$ cat config.mk
export PLATFORM = sky130hd
export DESIGN_NAME = enemy_wave_controller
export DESIGN_NICKNAME = d
export VERILOG_FILES = /design/src/rtl/enemy_wave_controller.sv
export SDC_FILE = /design/constraint.sdc
export NUM_CORES = 1
export LEC_CHECK = 0
export ABC_AREA = 1
export CAP_MARGIN = 20
export CORE_MARGIN = 2
export CORE_UTILIZATION = 56
export DETAILED_ROUTE_END_ITERATION = 10
export PLACE_DENSITY = 0.86
export RECOVER_POWER = 100
export SYNTH_ARGS = -nofsm -noshare
export SYNTH_HDL_FRONTEND = slang
export SYNTH_SLANG_ARGS = --single-unit
$ cat constraint.sdc
create_clock -name clk25 -period 5.5 [get_ports clk25]
set_input_delay 1.375 -clock clk25 [delete_from_list [all_inputs] [get_ports clk25]]
set_output_delay 1.375 -clock clk25 [all_outputs]
set_load 0.05 [all_outputs]
$ cat src/rtl/enemy_wave_controller.sv
// Enemy formation engine: loads a V formation one enemy per cycle, moves it on a
// prescaled tick, retires enemies on accepted kills and respawns a cleared wave.
module enemy_wave_controller #(
    parameter int unsigned N_ENEMY       = 17,
    parameter int unsigned COORD_W       = 10,
    parameter int unsigned SCREEN_H      = 480,
    parameter int unsigned X_SPACING     = 38,
    parameter int unsigned Y_SPACING     = 4,
    parameter int unsigned TICK_DIV      = 131072,
    parameter int unsigned STEP_Y        = 2,
    parameter int unsigned MODE          = 0,
    parameter int unsigned STEP_X        = 1,
    parameter int unsigned ZIG_TICKS     = 16,
    parameter int unsigned RESPAWN_TICKS = 64
) (
    input  logic                         clk25,
    input  logic                         rst_n,
    input  logic                         enable,
    input  logic                         kill_valid,
    input  logic [4:0]                   kill_idx,
    output logic [N_ENEMY*COORD_W-1:0]   fly_x_flat,
    output logic [N_ENEMY*COORD_W-1:0]   fly_y_flat,
    output logic [N_ENEMY-1:0]           fly_alive_flat,
    output logic                         move_tick,
    output logic                         wave_done,
    output logic [15:0]                  kill_count
);

    localparam int unsigned PW = $clog2(TICK_DIV);
    localparam int unsigned ZW = (ZIG_TICKS > 1) ? $clog2(ZIG_TICKS) : 1;
    localparam int unsigned RW = (RESPAWN_TICKS > 1) ? $clog2(RESPAWN_TICKS) : 1;
    localparam int unsigned IW = (N_ENEMY > 1) ? $clog2(N_ENEMY) : 1;

    typedef enum logic [1:0] {
        StInit  = 2'd0,
        StRun   = 2'd1,
        StClear = 2'd2
    } state_e;

    state_e               state_q, state_d;
    logic [IW-1:0]        load_idx_q, load_idx_d;
    logic [PW-1:0]        presc_q, presc_d;
    logic                 tick_q, tick_d;
    logic                 done_q, done_d;
    logic                 dir_q, dir_d;
    logic [ZW-1:0]        zig_q, zig_d;
    logic [RW-1:0]        resp_q, resp_d;
    logic [15:0]          kills_q, kills_d;
    logic [N_ENEMY-1:0]   alive_q, alive_d;
    logic [COORD_W-1:0]   x_q [N_ENEMY];
    logic [COORD_W-1:0]   x_d [N_ENEMY];
    logic [COORD_W-1:0]   y_q [N_ENEMY];
    logic [COORD_W-1:0]   y_d [N_ENEMY];

    logic [31:0]          load_k;
    logic [COORD_W-1:0]   init_x, init_y;
    logic [31:0]          alive_pad;
    logic                 kill_ok;

    // Wider intermediate so the wrap test sees the carry.
    function automatic logic [COORD_W-1:0] y_next(input logic [COORD_W-1:0] y);
        logic [COORD_W:0]   yn;
        logic [COORD_W-1:0] res;
        yn = {1'b0, y} + (COORD_W+1)'(STEP_Y);
        if (32'(yn) >= SCREEN_H) res = '0;
        else                     res = yn[COORD_W-1:0];
        return res;
    endfunction

    function automatic logic [COORD_W-1:0] x_next(input logic [COORD_W-1:0] x,
                                                   input logic               dir);
        logic [COORD_W:0]   xn;
        logic [COORD_W-1:0] res;
        xn = {1'b0, x} + (COORD_W+1)'(STEP_X);
        if (dir) begin
            res = xn[COORD_W] ? {COORD_W{1'b1}} : xn[COORD_W-1:0];
        end else if (32'(x) < STEP_X) begin
            res = '0;
        end else begin
            res = x - COORD_W'(STEP_X);
        end
        return res;
    endfunction

    // V formation: rising y up to the middle index, falling afterwards.
    always_comb begin
        load_k = 32'(load_idx_q);
        init_x = COORD_W'(load_k * X_SPACING);
        if (load_k <= (N_ENEMY - 1) / 2) init_y = COORD_W'(load_k * Y_SPACING);
        else                             init_y = COORD_W'((N_ENEMY - 1 - load_k) * Y_SPACING);
    end

    always_comb begin
        state_d    = state_q;
        load_idx_d = load_idx_q;
        presc_d    = presc_q;
        tick_d     = 1'b0;
        done_d     = 1'b0;
        dir_d      = dir_q;
        zig_d      = zig_q;
        resp_d     = resp_q;
        kills_d    = kills_q;
        alive_d    = alive_q;
        x_d        = x_q;
        y_d        = y_q;
        alive_pad  = 32'(alive_q);
        kill_ok    = 1'b0;

        if (state_q != StInit && enable) begin
            if (presc_q == PW'(TICK_DIV - 1)) begin
                presc_d = '0;
                tick_d  = 1'b1;
            end else begin
                presc_d = presc_q + PW'(1);
            end
        end

        case (state_q)
            StInit: begin
                presc_d             = '0;
                x_d[load_idx_q]     = init_x;
                y_d[load_idx_q]     = init_y;
                alive_d[load_idx_q] = 1'b1;
                if (load_idx_q == IW'(N_ENEMY - 1)) begin
                    load_idx_d = '0;
                    state_d    = StRun;
                end else begin
                    load_idx_d = load_idx_q + IW'(1);
                end
            end

            StRun: begin
                kill_ok = kill_valid && ({1'b0, kill_idx} < 6'(N_ENEMY)) && alive_pad[kill_idx];
                if (tick_q) begin
                    // A kill landing on the tick edge keeps the victim in place.
                    for (int i = 0; i < N_ENEMY; i++) begin
                        if (alive_q[i] && !(kill_ok && kill_idx == 5'(i))) begin
                            y_d[i] = y_next(y_q[i]);
                            if (MODE == 1) x_d[i] = x_next(x_q[i], dir_q);
                        end
                    end
                    if (zig_q == ZW'(ZIG_TICKS - 1)) begin
                        zig_d = '0;
                        dir_d = ~dir_q;
                    end else begin
                        zig_d = zig_q + ZW'(1);
                    end
                end
                if (kill_ok) begin
                    alive_d[kill_idx] = 1'b0;
                    if (kills_q != 16'hFFFF) kills_d = kills_q + 16'd1;
                end
                if (alive_d == '0) begin
                    state_d = StClear;
                    done_d  = 1'b1;
                    resp_d  = '0;
                end
            end

            StClear: begin
                if (tick_q) begin
                    if (resp_q == RW'(RESPAWN_TICKS - 1)) begin
                        resp_d     = '0;
                        load_idx_d = '0;
                        state_d    = StInit;
                    end else begin
                        resp_d = resp_q + RW'(1);
                    end
                end
            end

            default: begin
                state_d    = StInit;
                load_idx_d = '0;
            end
        endcase
    end

    always_ff @(posedge clk25 or negedge rst_n) begin
        if (!rst_n) begin
            state_q    <= StInit;
            load_idx_q <= '0;
            presc_q    <= '0;
            tick_q     <= 1'b0;
            done_q     <= 1'b0;
            dir_q      <= 1'b1;
            zig_q      <= '0;
            resp_q     <= '0;
            kills_q    <= '0;
            alive_q    <= '0;
            x_q        <= '{default: '0};
            y_q        <= '{default: '0};
        end else begin
            state_q    <= state_d;
            load_idx_q <= load_idx_d;
            presc_q    <= presc_d;
            tick_q     <= tick_d;
            done_q     <= done_d;
            dir_q      <= dir_d;
            zig_q      <= zig_d;
            resp_q     <= resp_d;
            kills_q    <= kills_d;
            alive_q    <= alive_d;
            x_q        <= x_d;
            y_q        <= y_d;
        end
    end

    for (genvar g = 0; g < N_ENEMY; g++) begin : g_flat
        assign fly_x_flat[g*COORD_W +: COORD_W] = x_q[g];
        assign fly_y_flat[g*COORD_W +: COORD_W] = y_q[g];
    end

    assign fly_alive_flat = alive_q;
    assign move_tick      = tick_q;
    assign wave_done      = done_q;
    assign kill_count     = kills_q;

endmodule

==> key figures, run 1 <==
Worst setup path
  • Origin of the critical flop-to-flop path: load_idx_q[0]
  • Required time reported for the critical path endpoint: 5.92 ns
  • Worst setup startpoint: kill_idx[0]
  • Reg2reg setup slack: 1.17 ns
  • Largest fanout on the critical path: 16
  • Crit Reg-Reg Endpoint: fly_y_flat[6]
  • Crit path DAT: 5.00 ns
  • Logic depth of the worst register-to-register path: 10
  • Category of the worst setup path capture point: flop
  • CP Class: input pin to flop
  • Startpoint kind of the worst setup timing path: input pin

Power
  • Combinational share of power: 47.8%
  • Sequential share of power: 30.4%
  • Switching share of power: 49.06%
  • Part of the total power dissipated in the clock network: 21.9%
  • Peak supply drop: 349.2 uV
  • Post-layout power: 0.01258 W
  • Static Leakage: 11.63 nW
  • Areal power density over the cells: 526.0 nW/um2
  • Switching power of the nets: 0.006170 W
  • Internal power consumption: 0.006407 W

Clock tree
  • Clock root cell: sky130_fd_sc_hd__clkbuf_16
  • Resized cells post-CTS: 0
  • Buffers from clock root to sink, at most: 3
  • Number of H-tree levels: 2
  • Clock latency on the worst-skew pair: 0.53 ns
  • Clk pin slew, worst setup/hold paths: 0.06 ns
  • Number of buffers created by CTS: 40
  • Post-CTS setup buffer count: 0
  • Clock tree from TritonCTS: yes
  • Clock Sinks: 371
  • Post-CTS Hold Fix Bufs: 0

Cells and area
  • Area growth from synthesis to layout: 25.84%
  • Number of fill cells in the layout: 2429
  • Highest-count cells in the layout ignoring fill and taps: sky130_fd_sc_hd__nand2_1, sky130_fd_sc_hd__dfrtp_1, sky130_fd_sc_hd__dlygate4sd3_1, sky130_fd_sc_hd__inv_1, sky130_fd_sc_hd__o21ai_0
  • Most common cell after layout, fill and taps aside: sky130_fd_sc_hd__nand2_1
  • Sequential cell area: 9284 um2
  • Ant diodes: 0
  • Final Non-Filler Cells: 3151
  • Utilization after layout: 71.49%
  • Fraction of layout cells with a size suffix above 1: 2.812%
  • Fin nets: 2724
  • Footprint of the multi-input gates: 8235 um2

Synth
  • Top flip-flop cell by instance count after synthesis: sky130_fd_sc_hd__dfrtp_1
  • Portion of the post-synthesis area used by sequential elements: 48.86%
  • Cell variety after synth: 51
  • Total of flip-flops plus latches after synthesis: 371
  • Async S/R FF share, synth: 100.0%
  • Number of synthesized flops with an enable pin: 0
  • Yosys warning count: 0
  • Cells after Synth: 2331
  • Cell Area, Synth: 19000 um2
  • Avg Cell Area, Syn: 8.152 um2

Global route
  • Maximum number of pins on one net before global-route repair: 159
  • Antenna violations before repair: 2
  • Aggregate global routing overflow: 0
  • Number of global-route vias before repair: 16.89k
  • Aggregate global-route resource usage: 31.36%
  • Global-route wire length before repair: 89310 um

Worst hold path
  • Min-Delay Path Class: flop to flop
  • Count of cells along the worst hold path: 2
  • Launch point of the worst hold path: fly_x_flat[165]
  • Min-Delay Endpoint: fly_x_flat[165]

Place
  • Post-DP HPWL: 39800 um
  • Count of placed standard cells including taps: 3078
  • IO Port Bufs: 349
  • Final RePlAce weighted congestion: 0.9907

STA
  • Final count of hold timing violations: 0
  • Clock period minus worst slack: 4.577 ns
  • Number of slew-limit violations in the final report: 235
  • Setup TNS Final: 0 ns
  • Slew at the pin closest to its max-slew limit: 2.349 ns
  • Final period utilization: 83.22%
  • RSZ-0062 raised after global routing: no
  • Maximum clock rate: 0.2185 GHz
  • Number of failing setup endpoints in the final timing report: 0
  • Max-slew headroom at the worst pin: -56.61%
  • Worst clock skew on the final layout: 0.009967 ns
  • Final-layout worst hold slack: 0.4668 ns

Floorplan
  • Placement row count: 67
  • Starting density of the core: 56.81%
  • Floorplan die height: 188.2 um
  • IO Count: 384
  • DIE AREA: 35420 um2
  • CORE AREA: 33450 um2
  • Die span in x: 188.2 um

Drt
  • Detailed-route DRC error count: 0
  • Total wire length after detailed routing: 56190 um
  • Drt pass-1 iters: 6
  • Average wire per cell in the routed design: 17.83 um
  • Vias per inst: 5.619
  • Post-route antenna net violation count: 0
  • Number of vias in the routed layout: 17.71k
  • Violation count after the first detailed-routing iteration: 1741

Job
  • Max Cap Violations: 5

Run status
  • Status: finished, violations left
  • Violated checks: max-capacitance violations, max-slew violations
==> layer usage <==
metal	share of wire [%]	vias up	global-route usage (%)
li1	-	8224	-
met1	39	8437	40.74
met2	47	897	51.63
met3	10	147	7.376
met4	3.6	2	11.30
met5	0.023	-	0
==> power by group through the flow <==
stage	Clock (W)	Combinational (W)	Sequential, W
6_report	0.00275	0.00601	0.00382
5_1_grt	0.00290	0.00642	0.00389
4_1_cts	0.00277	0.00624	0.00383
3_5_place_dp	0	0.00621	0.00386
3_3_place_gp	0	0.00606	0.00384
2_1_floorplan	0	0.00243	0.00544
==> registers in the layout, summed over array words and instances, names as in the netlist <==
| register | cells |
|---|---|
| presc_q | 17 |
| fly_x_flat | 153 |
| load_idx_q | 5 |
| fly_y_flat | 153 |
| move_tick | 1 |
| wave_done | 1 |
| fly_alive_flat | 17 |
| kill_count | 16 |
| state_q | 2 |
| resp_q | 6 |
==> worst max-delay path: stages <==
cell                            delay [ns]
sky130_fd_sc_hd__dlygate4sd3_1        0.79
sky130_fd_sc_hd__inv_1                0.28
sky130_fd_sc_hd__nand2_1              0.08
sky130_fd_sc_hd__nand2_1              0.06
sky130_fd_sc_hd__nand2_1              0.05
sky130_fd_sc_hd__nand2_1              0.08
sky130_fd_sc_hd__nand2_1              0.05
sky130_fd_sc_hd__nand2_1              0.05
sky130_fd_sc_hd__o21ai_0              0.13
sky130_fd_sc_hd__nand2_4              0.20
sky130_fd_sc_hd__nand2_1              0.20
sky130_fd_sc_hd__nor2_1               0.60
sky130_fd_sc_hd__nand4_1              0.35
sky130_fd_sc_hd__nor2_4               0.18
sky130_fd_sc_hd__nand3_1              0.12
sky130_fd_sc_hd__nor2_1               0.22
sky130_fd_sc_hd__nand2_1              0.09
sky130_fd_sc_hd__nand2_1              0.06
sky130_fd_sc_hd__nand2_1              0.04
==> Yosys cell counts, drive strengths merged, types with 3 or more instances <==
cell type | count | area share (%)
nand2 | 685 | 14
dfrtp | 371 | 49
o21ai | 251 | 6.7
inv | 250 | 4.9
nor2 | 181 | 3.7
nand3 | 128 | 3.8
xor2 | 60 | 2.8
buf | 49 | 1.9
o22ai | 49 | 1.6
ha | 42 | 2.8
clkbuf | 41 | 0.81
o31ai | 38 | 1.5
xnor2 | 38 | 1.8
a21oi | 27 | 0.71
o21a | 26 | 1.0
nor3 | 23 | 0.61
nand4 | 21 | 0.77
nor3b | 6 | 0.24
o211ai | 6 | 0.34
nor4 | 5 | 0.16
nand3b | 4 | 0.16
or4 | 4 | 0.16
a22oi | 3 | 0.12
a31oi | 3 | 0.099
clkinv | 3 | 0.059
o311ai | 3 | 0.14
o32ai | 3 | 0.14
==> through the flow <==
step,cell area (um2),setup slack [ns]
floorplan,19130,2.420
global placement,22780,1.003
detailed placement,22780,0.8359
CTS,24120,1.430
global route,23910,0.4711
finish,23910,0.9231
==> worst max path at each step <==
stage                            to  slack, ns  cells past startpoint
floorplan            kill_count[15]       2.42                     15
global placement      fly_y_flat[6]       1.00                     17
detailed placement    fly_y_flat[6]       0.84                     17
CTS                   fly_y_flat[6]       1.43                     17
global route        fly_y_flat[144]       0.47                      2
finish               kill_count[15]       0.92                     19
==> kinds of logic after synthesis <==
logic type	after synthesis	share of synthesized area, %
simple gates	1060	23.43
compound gates	414	12.55
flops	371	48.86
buf+inv	343	7.697
xor+xnor	98	4.517
fa+ha+maj	43	2.871
other cells	1	0.01973
mux	1	0.05268
==> area by class of cell <==
cell class	count	area share, %
clock buffer	61	4.861
sequential	371	38.83
tap	448	2.344
multi-input combinational	1650	34.44
timing repair buffer	356	14.83
clock inverter	12	0.7273
inverter	253	3.972
(Power assumes the default switching activity.)
==> run 2, diff against run 1 <==
--- a/config.mk
+++ b/config.mk
@@ -8,9 +8,9 @@
 export ABC_AREA = 1
 export CAP_MARGIN = 20
 export CORE_MARGIN = 2
-export CORE_UTILIZATION = 56
+export CORE_UTILIZATION = 52
 export DETAILED_ROUTE_END_ITERATION = 10
-export PLACE_DENSITY = 0.86
+export PLACE_DENSITY = 0.81
 export RECOVER_POWER = 100
 export SYNTH_ARGS = -nofsm -noshare
 export SYNTH_HDL_FRONTEND = slang
==> constraint.sdc (replaced) <==
create_clock -name clk25 -period 4.5 [get_ports clk25]
set_input_delay 1.125 -clock clk25 [delete_from_list [all_inputs] [get_ports clk25]]
set_output_delay 1.125 -clock clk25 [all_outputs]
set_load 0.05 [all_outputs]
==> run 2 against run 1 <==
  * The run still ends with max-capacitance violations, max-slew violations left
  * Worst setup slack lost 0.19 ns
  * Utilization fell by 4.7 points
  * Worst hold slack got worse by 0.0060 ns
  * Clock power increased by 28%
  * Register-to-register slack got worse by 0.42 ns
  * Critical path depth is 4 lower
  * Final area increased by 1.2%
  * Flip-flop and latch count stayed put
  * Clock skew rose by 0.012 ns
  * Routed wire length grew 1.0%
  * Critical endpoint is now fly_y_flat[141]
  * Largest cell class unchanged
  * Largest power group unchanged
==> key figures, run 2 (same netlist as run 1, synthesis figures left out) <==
STA
  • Max-slew headroom at the worst pin: -82.76% (-26 points)
  • Number of slew-limit violations in the final report: 118 (-50%)
  • Slew at the pin closest to its max-slew limit: 2.741 ns (+0.3922 ns)
  • RSZ-0062 raised after global routing: no
  • Clock period minus worst slack: 3.771 ns
  • Number of failing setup endpoints in the final timing report: 0 (unchanged)
  • Maximum clock rate: 0.2652 GHz
  • Final count of hold timing violations: 0 (unchanged)
  • Final period utilization: 83.80%
  • Setup TNS Final: 0 ns (unchanged)
  • Worst clock skew on the final layout: 0.02186 ns (+0.01190 ns)

Drt
  • Detailed-route DRC error count: 0 (unchanged)
  • Average wire per cell in the routed design: 17.83 um (about the same)
  • Post-route antenna net violation count: 0 (unchanged)
  • Total wire length after detailed routing: 56780 um (+1.0%)
  • Violation count after the first detailed-routing iteration: 1308 (-25%)
  • Number of vias in the routed layout: 17.53k (-0.98%)
  • Vias per inst: 5.507 (-2.0%)
  • Drt pass-1 iters: 8 (+2)

Power
  • Areal power density over the cells: 646.2 nW/um2 (+23%)
  • Static Leakage: 11.74 nW (+0.88%)
  • Peak supply drop: 406.5 uV (+16%)

Floorplan
  • Placement row count: 70 (+4.5%)
  • Die span in x: 195.2 um (+3.7%)
  • CORE AREA: 36260 um2 (+8.4%)
  • Floorplan die height: 195.2 um (+3.7%)
  • DIE AREA: 38090 um2 (+7.5%)
  • IO Count: 384 (unchanged)
  • Starting density of the core: 52.41% (-4.4 points)

Global route
  • Maximum number of pins on one net before global-route repair: 103 (-35%)
  • Global-route wire length before repair: 90710 um (+1.6%)
  • Most used routing layer in global routing: met2
  • Aggregate global-route resource usage: 29.58% (-1.8 points)
  • Aggregate global routing overflow: 0 (unchanged)
  • GRT met2 Usage: 48.41% (-3.2 points)
  • Fraction of met1 tracks used by global routing: 39.37% (-1.4 points)
  • Antenna violations before repair: 3 (+1)
  • Number of global-route vias before repair: 16.90k (+0.018%)
  • Met3 usage: 6.753% (-0.62 points)

Cells and area
  • Fin nets: 2737 (+0.48%)
  • Area growth from synthesis to layout: 27.37%
  • Highest-count cells in the layout ignoring fill and taps: sky130_fd_sc_hd__nand2_1, sky130_fd_sc_hd__dfrtp_1, sky130_fd_sc_hd__dlygate4sd3_1, sky130_fd_sc_hd__o21ai_0, sky130_fd_sc_hd__inv_1
  • Most common cell after layout, fill and taps aside: sky130_fd_sc_hd__nand2_1
  • Fraction of layout cells with a size suffix above 1: 4.346% (+1.5 points)
  • Number of fill cells in the layout: 2929 (+21%)
  • Design Area, Final: 24200 um2 (+1.2%)

Worst setup path
  • Logic depth of the worst register-to-register path: 14 (+4)
  • Worst setup startpoint: kill_idx[1]
  • Crit Reg-Reg Endpoint: fly_x_flat[29]
  • Reg2reg setup slack: 0.75 ns (-0.42 ns)
  • Startpoint kind of the worst setup timing path: input pin
  • Largest fanout on the critical path: 16 (unchanged)
  • Required time reported for the critical path endpoint: 4.93 ns (-0.99 ns)
  • CP Class: input pin to flop
  • Category of the worst setup path capture point: flop
  • Crit path DAT: 4.20 ns (-0.80 ns)
  • Origin of the critical flop-to-flop path: load_idx_q[2]
  • Capture point of the worst path: fly_y_flat[141]

Clock tree
  • Number of buffers created by CTS: 41 (+2.5%)
  • Clk pin slew, worst setup/hold paths: 0.06 ns (about the same)
  • Clock Sinks: 371 (unchanged)
  • Post-CTS setup buffer count: 0 (unchanged)
  • Clock tree from TritonCTS: yes
  • Post-CTS Hold Fix Bufs: 0 (unchanged)
  • Buffers from clock root to sink, at most: 3 (unchanged)
  • Clock latency on the worst-skew pair: 0.55 ns (+0.02 ns)
  • Resized cells post-CTS: 0 (unchanged)
  • Clock root cell: sky130_fd_sc_hd__clkbuf_16
  • Number of H-tree levels: 2 (unchanged)

Run status
  • Status: finished, violations left
  • Violated checks: max-capacitance violations, max-slew violations

Place
  • Final RePlAce weighted congestion: 0.9362 (-5.5%)
  • Post-placement cell area: 22910 um2 (+0.56%)
  • IO Port Bufs: 349 (unchanged)
  • Post-DP HPWL: 40410 um (+1.5%)

Job
  • Max Cap Violations: 2 (-3)

Worst hold path
  • Min-Delay Path Class: flop to flop
==> run 2: worst max-delay path: stages <==
cell                            delay (ns)
sky130_fd_sc_hd__dlygate4sd3_1        0.75
sky130_fd_sc_hd__inv_1                0.20
sky130_fd_sc_hd__nand2_1              0.11
sky130_fd_sc_hd__nand2_1              0.05
sky130_fd_sc_hd__nand2_1              0.05
sky130_fd_sc_hd__nand2_1              0.05
sky130_fd_sc_hd__o21ai_0              0.15
sky130_fd_sc_hd__nand2_1              0.40
sky130_fd_sc_hd__nand2_4              0.25
sky130_fd_sc_hd__o21ai_0              0.17
sky130_fd_sc_hd__nand2_1              0.09
sky130_fd_sc_hd__nand3_1              0.23
sky130_fd_sc_hd__inv_1                0.31
sky130_fd_sc_hd__o21ai_0              0.14
sky130_fd_sc_hd__o21a_1               0.12
==> run 2: layout make-up <==
cell class / instances / area [um2] / share of cell area (%)
flip-flops and latches: 371 / 9284 / 38.36
clock inverters: 14 / 178.9 / 0.7392
inverters: 253 / 949.7 / 3.924
clock buffers: 59 / 1255 / 5.185
repair buffers: 368 / 3645 / 15.06
diodes: 1 / 2.502 / 0.01034
well taps: 468 / 585.6 / 2.419
multi-input cells: 1650 / 8303 / 34.31
==> run 2: worst min path at each step <==
stage                         start         endpoint  slack [ns]  cells after the start
floorplan               presc_q[16]      presc_q[16]        0.48                      2
global placement     fly_x_flat[75]   fly_x_flat[75]        0.45                      2
detailed placement   fly_x_flat[55]   fly_x_flat[55]        0.46                      2
CTS                  fly_x_flat[55]   fly_x_flat[55]        0.47                      2
global route        fly_x_flat[115]  fly_x_flat[115]        0.49                      2
finish               fly_x_flat[41]   fly_x_flat[41]        0.46                      2
==> run 2: per-layer routing <==
metal  routed length, um  vias to the layer above
li1                    -                     8235
met1               23400                     8415
met2               26750                      772
met3                5157                      109
met4                1471                        2
met5                   7                        -
==> run 2: power by group <==
part | switching, W | total (W) | internal (W)
registers | 0.000661 | 0.00467 | 0.00401
logic | 0.00559 | 0.00745 | 0.00186
clock network | 0.00141 | 0.00353 | 0.00212
total | 0.00766 | 0.0156 | 0.00798
==> run 2: metrics by stage <==
stage               cells  power [W]  utilization [%]  setup WS, ns  hold WS (ns)
finish               3184    0.01564            66.75        0.7291        0.4608
global route         3184    0.01645            66.75        0.4658        0.4893
CTS                  3183    0.01596            67.13         1.211        0.4725
detailed placement   3110    0.01238            63.18        0.6431        0.4579
global placement     3110    0.01222            63.18        0.7137        0.4544
floorplan            2364   0.009630                -         1.670        0.4777
==> run 3, diff against run 2 <==
==> constraint.sdc (replaced) <==
create_clock -name clk25 -period 3.5 [get_ports clk25]
set_input_delay 0.875 -clock clk25 [delete_from_list [all_inputs] [get_ports clk25]]
set_output_delay 0.875 -clock clk25 [all_outputs]
set_load 0.05 [all_outputs]
==> run 3 against run 2 <==
  * The run still ends with max-capacitance violations, max-slew violations left
  * Largest cell class unchanged
  * Via count increased by 0.74%
  * Final area up 0.48%
  * Largest power group unchanged
  * Flip-flop and latch count stayed put
  * Critical path depth decreased by 2
  * Critical path type unchanged
  * Worst hold slack got worse by 0.22 ns
==> key figures, run 3 (same netlist as run 1, synthesis figures left out) <==
Global route
  • Aggregate global-route resource usage: 29.71% (+0.13 points)
  • Number of global-route vias before repair: 17.13k (+1.4%)
  • Aggregate global routing overflow: 0 (unchanged)
  • Maximum number of pins on one net before global-route repair: 74 (-28%)
  • Antenna violations before repair: 1 (-2)
  • Global-route wire length before repair: 91090 um (+0.42%)

STA
  • Final-layout worst hold slack: 0.2398 ns (-0.2210 ns)
  • Maximum clock rate: 0.3169 GHz
  • Max-slew headroom at the worst pin: -23.86% (+59 points)
  • Setup TNS Final: 0 ns (unchanged)
  • Final count of hold timing violations: 0 (unchanged)
  • Number of slew-limit violations in the final report: 204 (+73%)
  • Slew at the pin closest to its max-slew limit: 1.858 ns (-0.8834 ns)
  • Worst clock skew on the final layout: 0.01252 ns (-0.009345 ns)
  • Clock period minus worst slack: 3.156 ns
  • RSZ-0062 raised after global routing: no
  • Final period utilization: 90.16%
  • Number of failing setup endpoints in the final timing report: 0 (unchanged)

Cells and area
  • Sequential cell area: 9284 um2 (unchanged)
  • Most common cell after layout, fill and taps aside: sky130_fd_sc_hd__nand2_1
  • Area growth from synthesis to layout: 27.98%
  • Design Area, Final: 24320 um2 (+0.48%)
  • Footprint of the multi-input gates: 8313 um2 (+0.12%)
  • Highest-count cells in the layout ignoring fill and taps: sky130_fd_sc_hd__nand2_1, sky130_fd_sc_hd__dfrtp_1, sky130_fd_sc_hd__dlygate4sd3_1, sky130_fd_sc_hd__inv_1, sky130_fd_sc_hd__o21ai_0
  • Fin nets: 2759 (+0.80%)
  • Fraction of layout cells with a size suffix above 1: 4.094% (-0.25 points)
  • Number of fill cells in the layout: 2925 (-0.14%)
  • Final Non-Filler Cells: 3206 (+0.69%)

Floorplan
  • Die span in x: 195.2 um (unchanged)
  • DIE AREA: 38090 um2 (unchanged)
  • Placement row count: 70 (unchanged)
  • IO Count: 384 (unchanged)
  • Floorplan die height: 195.2 um (unchanged)
  • Starting density of the core: 52.41% (unchanged)
  • CORE AREA: 36260 um2 (unchanged)

Clock tree
  • Post-CTS setup buffer count: 0 (unchanged)
  • Resized cells post-CTS: 0 (unchanged)
  • Number of H-tree levels: 2 (unchanged)
  • Clock Sinks: 371 (unchanged)
  • Number of buffers created by CTS: 41 (unchanged)
  • Clk pin slew, worst setup/hold paths: 0.06 ns (about the same)
  • Post-CTS Hold Fix Bufs: 0 (unchanged)
  • Clock tree from TritonCTS: yes
  • Buffers from clock root to sink, at most: 3 (unchanged)
  • Clock root cell: sky130_fd_sc_hd__clkbuf_16
  • Clock latency on the worst-skew pair: 0.54 ns (about the same)

Worst setup path
  • CP Class: input pin to flop
  • Largest fanout on the critical path: 13 (-3)
  • Startpoint kind of the worst setup timing path: input pin
  • Crit path DAT: 3.57 ns (-0.63 ns)
  • Category of the worst setup path capture point: flop
  • Required time reported for the critical path endpoint: 3.92 ns (-1.01 ns)

Place
  • Post-DP HPWL: 40870 um (+1.1%)
  • Post-placement cell area: 23120 um2 (+0.91%)
  • Count of placed standard cells including taps: 3131 (+0.68%)
  • IO Port Bufs: 349 (unchanged)
  • Final RePlAce weighted congestion: 0.9341 (-0.22%)

Drt
  • Drt pass-1 iters: 5 (-3)
  • Post-route antenna net violation count: 0 (unchanged)
  • Violation count after the first detailed-routing iteration: 1170 (-11%)
  • Detailed-route DRC error count: 0 (unchanged)
  • Average wire per cell in the routed design: 17.67 um (-0.92%)
  • Total wire length after detailed routing: 56650 um (-0.23%)
  • Number of vias in the routed layout: 17.66k (+0.74%)
  • Vias per inst: 5.509 (about the same)

Run status
  • Violated checks: max-capacitance violations, max-slew violations
  • Status: finished, violations left

Power
  • Peak supply drop: 606.1 uV (+49%)
  • Areal power density over the cells: 836.3 nW/um2 (+29%)
  • Static Leakage: 11.80 nW (+0.59%)

Job
  • Max Cap Violations: 3 (+1)

Worst hold path
  • Min-Delay Path Class: input pin to async pin
run 3: cell types whose count changed in the layout (fill, tap and decap cells not counted), sizes merged:
cell and change:
clkdlybuf4s50 +1, clkbuf +14, buf +5, bufinv +4
diode +1, clkinvlp -2, dlygate4sd3 -1
run 3: where the power goes:
part / internal (W) / total [W] / switching [W]
clock network: 0.00284 / 0.00461 / 0.00176
registers: 0.00515 / 0.00600 / 0.000849
logic: 0.00251 / 0.00973 / 0.00722
run 3: final timing paths:
| check | slack, ns | cells after the start | start | to |
|---|---|---|---|---|
| min in group clk25 | 0.47 | 2 | fly_x_flat[115] | fly_x_flat[115] |
| max in group asynchronous | 1.10 | 2 | rst_n | fly_y_flat[101] |
| min reg2reg | 0.47 | 2 | fly_x_flat[115] | fly_x_flat[115] |
| max reg2reg | 0.41 | 12 | load_idx_q[0] | fly_x_flat[88] |
| min | 0.24 | 1 | rst_n | fly_x_flat[126] |
| max | 0.34 | 13 | kill_idx[1] | resp_q[1] |
run 3: routing by layer:
| layer | wire (um) | global-route usage, % |
|---|---|---|
| met3 | 4855 | 6.770 |
| met5 | 0 | 0 |
| met2 | 26220 | 48.25 |
| met4 | 2158 | 10.86 |
| met1 | 23420 | 39.20 |
run 3: area by class of cell:
type                            count  area share (%)
Sequential cell                   371           38.17
Multi-Input combinational cell   1650           34.18
Timing Repair Buffer              390           15.44
Clock buffer                       56           4.790
Inverter                          253           3.905
Tap cell                          468           2.408
Clock inverter                     16           1.075
Antenna cell                        2         0.02058
run 3: through the flow:
stage	util (%)	setup slack, ns	total power [W]
2_1_floorplan	-	0.7646	0.01238
3_3_place_gp	63.75	0.1462	0.01594
3_5_place_dp	63.75	0.07911	0.01617
4_1_cts	67.68	0.5412	0.02084
5_1_grt	67.06	0.1355	0.02140
6_report	67.07	0.3443	0.02034
run 3: critical path, stage by stage:
cell and delay [ns]:
sky130_fd_sc_hd__dlygate4sd3_1 0.66, sky130_fd_sc_hd__nor2_2 0.16, sky130_fd_sc_hd__nand2_1 0.07, sky130_fd_sc_hd__nor2_1 0.16, sky130_fd_sc_hd__nand2_1 0.12, sky130_fd_sc_hd__nand2_4 0.17
sky130_fd_sc_hd__nand2_1 0.21, sky130_fd_sc_hd__o21ai_0 0.40, sky130_fd_sc_hd__nand2_1 0.12, sky130_fd_sc_hd__nor2_1 0.23, sky130_fd_sc_hd__nand3_4 0.19, sky130_fd_sc_hd__nand3_1 0.12
sky130_fd_sc_hd__nand2_1 0.07
